--- config.mk ---
export PLATFORM = sky130hd
export DESIGN_NAME = output_buffer
export DESIGN_NICKNAME = d
export VERILOG_FILES = /design/src/rtl/output_buffer.sv
export SDC_FILE = /design/constraint.sdc
export NUM_CORES = 1
export LEC_CHECK = 0
export BUFFER_PORTS_ARGS = -buffer_cell sky130_fd_sc_hd__buf_2
export CAP_MARGIN = 15
export CORE_ASPECT_RATIO = 1.5
export CORE_MARGIN = 1.5
export CORE_UTILIZATION = 54
export DETAILED_ROUTE_END_ITERATION = 10
export PLACE_DENSITY = 0.95
export SKIP_CTS_REPAIR_TIMING = 1
export SYNTH_ARGS = -nofsm -noshare
export SYNTH_HDL_FRONTEND = slang
export SYNTH_SLANG_ARGS = --single-unit
--- constraint.sdc ---
create_clock -name i_clk -period 3.73 [get_ports i_clk]
set_input_delay 0.373 -clock i_clk [delete_from_list [all_inputs] [get_ports i_clk]]
set_output_delay 0.373 -clock i_clk [all_outputs]
set_load 0.05 [all_outputs]
--- src/rtl/output_buffer.sv ---
// output_buffer: store-side memory-mapped output block of the RISC-V core.
// Captures CPU stores into LED, 7-segment and LCD registers, drives the board
// pins from them, returns register contents on loads, and sequences the LCD
// EN strobe so that one accepted LCD store yields one correctly timed pulse.
//
// Ports:
//   i_clk, i_rst_n         clock, asynchronous active-low reset
//   i_st_en/i_addr/i_st_data/i_bmask   store strobe, address, lane-aligned data, byte mask
//   o_ld_data              combinational read data for i_addr
//   o_io_ledr, o_io_ledg   LED registers
//   o_io_hex0..7           active-low segment drive
//   o_io_lcd               [7:0] DATA, [8] RS, [9] RW, [10] EN, [31] ON
//   o_lcd_busy             high while the LCD sequencer is active
//
// Optional feature macro: OUTPUT_BUFFER_HEX_DECODE_EN
//   defined   : HEX byte [3:0] is a hex nibble decoded to segments, bit 4 blanks
//   undefined : HEX byte [6:0] drives the segments directly
module output_buffer #(
    parameter int T_SETUP = 2,
    parameter int T_PULSE = 4,
    parameter int T_HOLD  = 2
) (
    input  logic        i_clk,
    input  logic        i_rst_n,
    input  logic        i_st_en,
    input  logic [14:0] i_addr,
    input  logic [31:0] i_st_data,
    input  logic [3:0]  i_bmask,
    output logic [31:0] o_ld_data,
    output logic [31:0] o_io_ledr,
    output logic [31:0] o_io_ledg,
    output logic [6:0]  o_io_hex0,
    output logic [6:0]  o_io_hex1,
    output logic [6:0]  o_io_hex2,
    output logic [6:0]  o_io_hex3,
    output logic [6:0]  o_io_hex4,
    output logic [6:0]  o_io_hex5,
    output logic [6:0]  o_io_hex6,
    output logic [6:0]  o_io_hex7,
    output logic [31:0] o_io_lcd,
    output logic        o_lcd_busy
);

    localparam logic [1:0] ST_IDLE  = 2'd0;
    localparam logic [1:0] ST_SETUP = 2'd1;
    localparam logic [1:0] ST_PULSE = 2'd2;
    localparam logic [1:0] ST_HOLD  = 2'd3;

    localparam int T_MAX = (T_SETUP > T_PULSE) ? ((T_SETUP > T_HOLD) ? T_SETUP : T_HOLD)
                                               : ((T_PULSE > T_HOLD) ? T_PULSE : T_HOLD);
    localparam int CW = (T_MAX > 1) ? $clog2(T_MAX) : 1;

    // Bits that physically exist in the HEX and LCD registers.
    localparam logic [31:0] HEX_KEEP = 32'h7F7F_7F7F;
    localparam logic [31:0] LCD_KEEP = 32'h8000_03FF;
`ifdef OUTPUT_BUFFER_HEX_DECODE_EN
    // Bit 4 set in every byte so the display comes out of reset blank.
    localparam logic [31:0] HEX_RST = 32'h1010_1010;
`else
    localparam logic [31:0] HEX_RST = 32'h7F7F_7F7F;
`endif

    logic [31:0]   ledr_r, ledg_r, hexlo_r, hexhi_r, lcd_r;
    logic          ovr_r, en_r, busy_r;
    logic [1:0]    state_r;
    logic [CW-1:0] cnt_r;
    logic [2:0]    sel_s;
    logic [31:0]   wmask_s;
    logic          lcd_st_s, accept_s;
    logic          unused_s;

    assign sel_s    = i_addr[14:12];
    assign wmask_s  = {{8{i_bmask[3]}}, {8{i_bmask[2]}}, {8{i_bmask[1]}}, {8{i_bmask[0]}}};
    assign lcd_st_s = i_st_en && (sel_s == 3'd4);
    assign accept_s = lcd_st_s && (state_r == ST_IDLE);
    // Word-internal address bits and byte offset carry no information here.
    assign unused_s = ^i_addr[11:0];

    function automatic logic [31:0] merge(input logic [31:0] old_v, input logic [31:0] new_v,
                                          input logic [31:0] m);
        merge = (old_v & ~m) | (new_v & m);
    endfunction

    function automatic logic [6:0] seg_drive(input logic [7:0] b);
`ifdef OUTPUT_BUFFER_HEX_DECODE_EN
        if (b[4]) begin
            seg_drive = 7'h7F;
        end else begin
            case (b[3:0])
                4'h0: seg_drive = 7'h40;  4'h1: seg_drive = 7'h79;
                4'h2: seg_drive = 7'h24;  4'h3: seg_drive = 7'h30;
                4'h4: seg_drive = 7'h19;  4'h5: seg_drive = 7'h12;
                4'h6: seg_drive = 7'h02;  4'h7: seg_drive = 7'h78;
                4'h8: seg_drive = 7'h00;  4'h9: seg_drive = 7'h10;
                4'hA: seg_drive = 7'h08;  4'hB: seg_drive = 7'h03;
                4'hC: seg_drive = 7'h46;  4'hD: seg_drive = 7'h21;
                4'hE: seg_drive = 7'h06;  4'hF: seg_drive = 7'h0E;
                default: seg_drive = 7'h7F;
            endcase
        end
`else
        seg_drive = b[6:0];
`endif
    endfunction

    // LED and HEX registers: byte-masked store capture, never blocked by the LCD.
    always_ff @(posedge i_clk or negedge i_rst_n) begin
        if (!i_rst_n) begin
            ledr_r  <= 32'h0;
            ledg_r  <= 32'h0;
            hexlo_r <= HEX_RST;
            hexhi_r <= HEX_RST;
        end else if (i_st_en) begin
            case (sel_s)
                3'd0:    ledr_r  <= merge(ledr_r, i_st_data, wmask_s);
                3'd1:    ledg_r  <= merge(ledg_r, i_st_data, wmask_s);
                3'd2:    hexlo_r <= merge(hexlo_r, i_st_data, wmask_s) & HEX_KEEP;
                3'd3:    hexhi_r <= merge(hexhi_r, i_st_data, wmask_s) & HEX_KEEP;
                default: ledr_r  <= ledr_r;
            endcase
        end else begin
            ledr_r <= ledr_r;
        end
    end

    // LCD register and sticky overrun flag: stores only land while idle.
    always_ff @(posedge i_clk or negedge i_rst_n) begin
        if (!i_rst_n) begin
            lcd_r <= 32'h0;
            ovr_r <= 1'b0;
        end else if (accept_s) begin
            lcd_r <= merge(lcd_r, i_st_data, wmask_s) & LCD_KEEP;
            ovr_r <= i_bmask[3] ? 1'b0 : ovr_r;
        end else if (lcd_st_s) begin
            ovr_r <= 1'b1;
        end else begin
            ovr_r <= ovr_r;
        end
    end

    // Strobe sequencer; EN and busy are registered alongside the state.
    always_ff @(posedge i_clk or negedge i_rst_n) begin
        if (!i_rst_n) begin
            state_r <= ST_IDLE;
            cnt_r   <= {CW{1'b0}};
            en_r    <= 1'b0;
            busy_r  <= 1'b0;
        end else begin
            case (state_r)
                ST_IDLE: begin
                    if (accept_s) begin
                        state_r <= ST_SETUP;
                        cnt_r   <= CW'(T_SETUP - 1);
                        busy_r  <= 1'b1;
                    end
                end
                ST_SETUP: begin
                    if (cnt_r == {CW{1'b0}}) begin
                        state_r <= ST_PULSE;
                        cnt_r   <= CW'(T_PULSE - 1);
                        en_r    <= 1'b1;
                    end else begin
                        cnt_r <= cnt_r - CW'(1);
                    end
                end
                ST_PULSE: begin
                    if (cnt_r == {CW{1'b0}}) begin
                        state_r <= ST_HOLD;
                        cnt_r   <= CW'(T_HOLD - 1);
                        en_r    <= 1'b0;
                    end else begin
                        cnt_r <= cnt_r - CW'(1);
                    end
                end
                ST_HOLD: begin
                    if (cnt_r == {CW{1'b0}}) begin
                        state_r <= ST_IDLE;
                        busy_r  <= 1'b0;
                    end else begin
                        cnt_r <= cnt_r - CW'(1);
                    end
                end
                default: begin
                    state_r <= ST_IDLE;
                    cnt_r   <= {CW{1'b0}};
                    en_r    <= 1'b0;
                    busy_r  <= 1'b0;
                end
            endcase
        end
    end

    // Load path: unmasked register readback, unmapped slots read zero.
    always_comb begin
        o_ld_data = 32'h0;
        case (sel_s)
            3'd0:    o_ld_data = ledr_r;
            3'd1:    o_ld_data = ledg_r;
            3'd2:    o_ld_data = hexlo_r;
            3'd3:    o_ld_data = hexhi_r;
            3'd4:    o_ld_data = lcd_r | {1'b0, ovr_r, 30'h0};
            default: o_ld_data = 32'h0;
        endcase
    end

    assign o_io_ledr  = ledr_r;
    assign o_io_ledg  = ledg_r;
    assign o_io_hex0  = seg_drive(hexlo_r[7:0]);
    assign o_io_hex1  = seg_drive(hexlo_r[15:8]);
    assign o_io_hex2  = seg_drive(hexlo_r[23:16]);
    assign o_io_hex3  = seg_drive(hexlo_r[31:24]);
    assign o_io_hex4  = seg_drive(hexhi_r[7:0]);
    assign o_io_hex5  = seg_drive(hexhi_r[15:8]);
    assign o_io_hex6  = seg_drive(hexhi_r[23:16]);
    assign o_io_hex7  = seg_drive(hexhi_r[31:24]);
    assign o_io_lcd   = lcd_r | {21'h0, en_r, 10'h0};
    assign o_lcd_busy = busy_r;

endmodule
Word-level counts from Yosys, hierarchy flattened --
Index checks and enable logic that the tools add are counted. W data, S select, Z words.
Cells by class: $add $sub $neg 1, equal/unequal tests 13, multiplexer cells 18, bitwise operators 14, reductions and logical operators 17
Operator list (number):
- $pmux W32 S5 | 1
- $and A32 B32 Y32 | 4
- $or A32 B32 Y32 | 3
- $and A31 B31 Y31 | 2
- $or A31 B31 Y31 | 2
- $not A32 Y32 | 1
- $or A32 B11 Y32 | 1
- $or A32 B31 Y32 | 1
- $pmux W2 S4 | 2
- $mux W2 | 7
- $ne A2 B2 Y1 const B | 6
- $reduce_and A2 Y1 | 6
- $eq A3 B2 Y1 const B | 2
- $mux W1 | 6
- $reduce_and A3 Y1 | 2
- $reduce_bool A2 Y1 | 3
- $eq A2 B2 Y1 const B | 2
- $logic_not A2 Y1 | 2
- $pmux W1 S2 | 2
- $reduce_and A4 Y1 | 1
- $eq A3 B1 Y1 const B | 1
- $eq A3 B3 Y1 const B | 1
- $logic_not A3 Y1 | 1
- $eq A2 B1 Y1 const B | 1
- 2 further kinds | 3
Storage, ports and cells: register bits 138, output and inout bits 185, logic and storage cells 73

Logic depth before layout (Yosys ltp) --
word-level depth 5, gate-level depth with buffers 5, depth with buffers taken out 5

Worst setup path after synthesis --
OpenSTA, ideal clock, no wires.
path type input -> output, start point input i_addr[13], end point output o_ld_data[15], data arrival time 1.985 ns, data required time 3.357 ns, path slack 1.372 ns, stages on the path 4, buffers on the path 3, cell sequence buf_4 buf_2 buf_2 nor3_1
Between the ends: longest elaborated chain between the ends 2
RTL lines:
- start, declared | line 26 | input logic [14:0] i_addr,
- $eq A3 B3 Y1, or another cell as far along | line 196 | case (sel_s)
- $pmux W32 S5 * | line 196
- end, declared | line 29 | output logic [31:0] o_ld_data,
Every way passes the cells marked *; elsewhere a longest branch is shown, timed or not.

Final worst setup path --
start point input i_addr[12], end point output o_ld_data[2]
Same word-level chain as after synthesis.

==> metrics <==
Clock Root Buffer clkbuf_16; Critical Path RT 3.36 ns; PD cells 816 nW/um2; min-delay worst type in -> async; antenna violations before repair 0; Fill cells 871; Detailed Place HPWL 12.4 mm; synthesized area about 6800 um2; nature of the critical path startpoint input pin; register area share after synthesis 0.520; Max IR drop VDD 449 uV; max_slew headroom 0.334; Chip Width 94.5 um; WP data arrival 2.69 ns; status finished, final reports clean; Met1 Wirelength 6.18 mm; core area 12400 um2; met2 wire len between 9 and 10 mm; FFs w/ async S/R, synth 1.00; yosys warns 0; Syn Area/Cell 14.4 um2; flops & latches, synth 138; Max Used Layer met4; met3 wire length 882 um; final hold violations 0; TNS Setup 0 ns; largest net degree at the start of global routing 74; Max Transition Viols Final 0; RSZ-0062 raised after global routing no; DR pass1 iterations 5; CTS tree yes; row count 50; cell count after synthesis roughly 470; Layout Nets 741; first-pass GRT wire length 27.3 mm; Clock Sinks roughly 140; Total Wirelength ~17 mm; # DRC 0; Yosys cell types 40; crit-path most repeated cell buf_2; Worst-Skew Late Latency 0.41 ns; P&R area growth vs syn 24.9%; Power, Total approximately 6.9 mW; number of buffers created by CTS 17; antenna-violating nets left 0; Worst path slowest cell nor2b_1; Synth Flop Type dfrtp_1; vias in the first global route around 5300; DR WL/cell 20.4 um; all-layer global routing usage 0.272; Max Cap Violations 0; Final Non-Filler Cells 848; PortBufs 206; GR Overflow Total 0; initial core utilization 0.547; final worst path period share 0.821; Vias 4906; critical-path cell list buf_2, nor2b_1, a22oi_1, o22ai_1, buf_2; Final min period 3.06 ns; max incr delay on CP 0.82 ns; Die Footprint 13300 um2; I/O pin cnt 239; Worst-Margin Slew 0.999 ns; vias per cell approximately 5.8; H-tree levels 4; final count of negative-setup-slack endpoints 0; Max Fclk 0.326 GHz; layout cells sized above 1 0.691; placed cell count 817; largest fanout on the critical path 30; Initial DRC Count 237; Final Skew 0.0124 ns; CP Capture Type output port; Setup CP Type in -> out; EDFF count, synth 0; clock tree buffer depth 2; Die Height 140 um; RePlAce Congestion 0.879; leakage 3.96 nW; Diodes inserted 0; Clock Pin Slew Worst Setup and Hold Paths 0.05 ns
-- layer usage --
layer	GRT usage	vias to the layer above
met3	0.0570	48
met1	0.304	2510
met2	0.483	232
met5	0	-
met4	0.130	0
li1	-	2116
-- worst paths after layout --
path	startpoint	endpoint	slack, ns	depth (start not counted)
max	i_addr[12]	o_ld_data[2]	0.67	5
max in group asynchronous	i_rst_n	async pin	2.73	2
min	i_rst_n	async pin	0.08	1
max reg2reg	state_r[1]$_DFFE_PN0P_	register	2.10	4
min in group i_clk	i_st_data[23]	register	0.21	2
min reg2reg	ovr_r$_DFFE_PN0P_	ovr_r$_DFFE_PN0P_	0.51	1
-- cell usage in the layout, fill, tap and decap left out, drive strengths merged, types with 10 or more instances in the layout --
cell    count
dfstp      56
a22oi      18
nand2      10
o22ai      10
dfrtp      82
clkbuf     20
nor2b      21
buf       211
mux4       18
mux2      143
conb       20
nor2       13
-- stage by stage --
| stage | instance area [um2] | setup WS, ns | hold WS (ns) | utilization |
|---|---|---|---|---|
| after floorplan | 6850 | 1.37 | 0.0774 | - |
| after global placement | 7880 | 0.858 | 0.482 | 0.636 |
| after detailed placement | 7880 | 0.715 | 0.490 | 0.636 |
| after CTS | 8470 | 0.718 | 0.116 | 0.683 |
| after global routing | 8470 | 0.501 | 0.170 | 0.683 |
| final | 8470 | 0.667 | 0.0836 | 0.683 |
-- logic make-up after synthesis --
group           count (synthesis)  synth area share
mux                           167             0.306
flops                         138             0.520
simple gates                   69            0.0725
buf+inv                        45            0.0419
compound gates                 44            0.0463
fa+ha+maj                       7            0.0129
other cells                     1          0.000553
-- cell type report --
type / instances / area (um2) / area share
clock inverters: 11 / 121 / 0.0143
clock buffers: 20 / 467 / 0.0551
repair buffers: 211 / 1100 / 0.129
inverters: 5 / 18.8 / 0.00222
flip-flops and latches: 138 / 3520 / 0.416
multi-input cells: 307 / 3040 / 0.360
well taps: 156 / 195 / 0.0231
-- report_power, final --
part | leakage, nW | internal [mW] | switching, mW | total (mW)
clock network | 0.288 | 1.03 | 0.616 | 1.65
logic | 2.08 | 0.845 | 2.11 | 2.95
registers | 1.60 | 1.99 | 0.319 | 2.31
total | 3.96 | 3.87 | 3.04 | 6.91
-- synthesized netlist by cell type (all sizes together) (2+ instances only) --
cell       n  area share
nand3b     4      0.0044
o2bb2ai    2      0.0026
mux2i      6      0.0089
dfstp     56        0.22
o22ai     10      0.0092
dfrtp     82        0.30
a22oi     18       0.020
clkbuf     6      0.0033
nand2     10      0.0055
a21oi      4      0.0030
mux4      18       0.060
a21boi     2      0.0022
nor2b     21       0.019
nor3       7       0.012
ha         7       0.013
o21bai     3      0.0033
inv        5      0.0028
nand3      4      0.0037
buf       34       0.036
mux2     143        0.24
nor2      13       0.011
nand2b     4      0.0048
o21a       2      0.0022
-- critical path: cells and delay by family --
family          cells  cell delay, ns
buf+inv             2            1.01
simple gates        1            0.82
compound gates      2            0.48
Power figures use the tool's default switching activity.
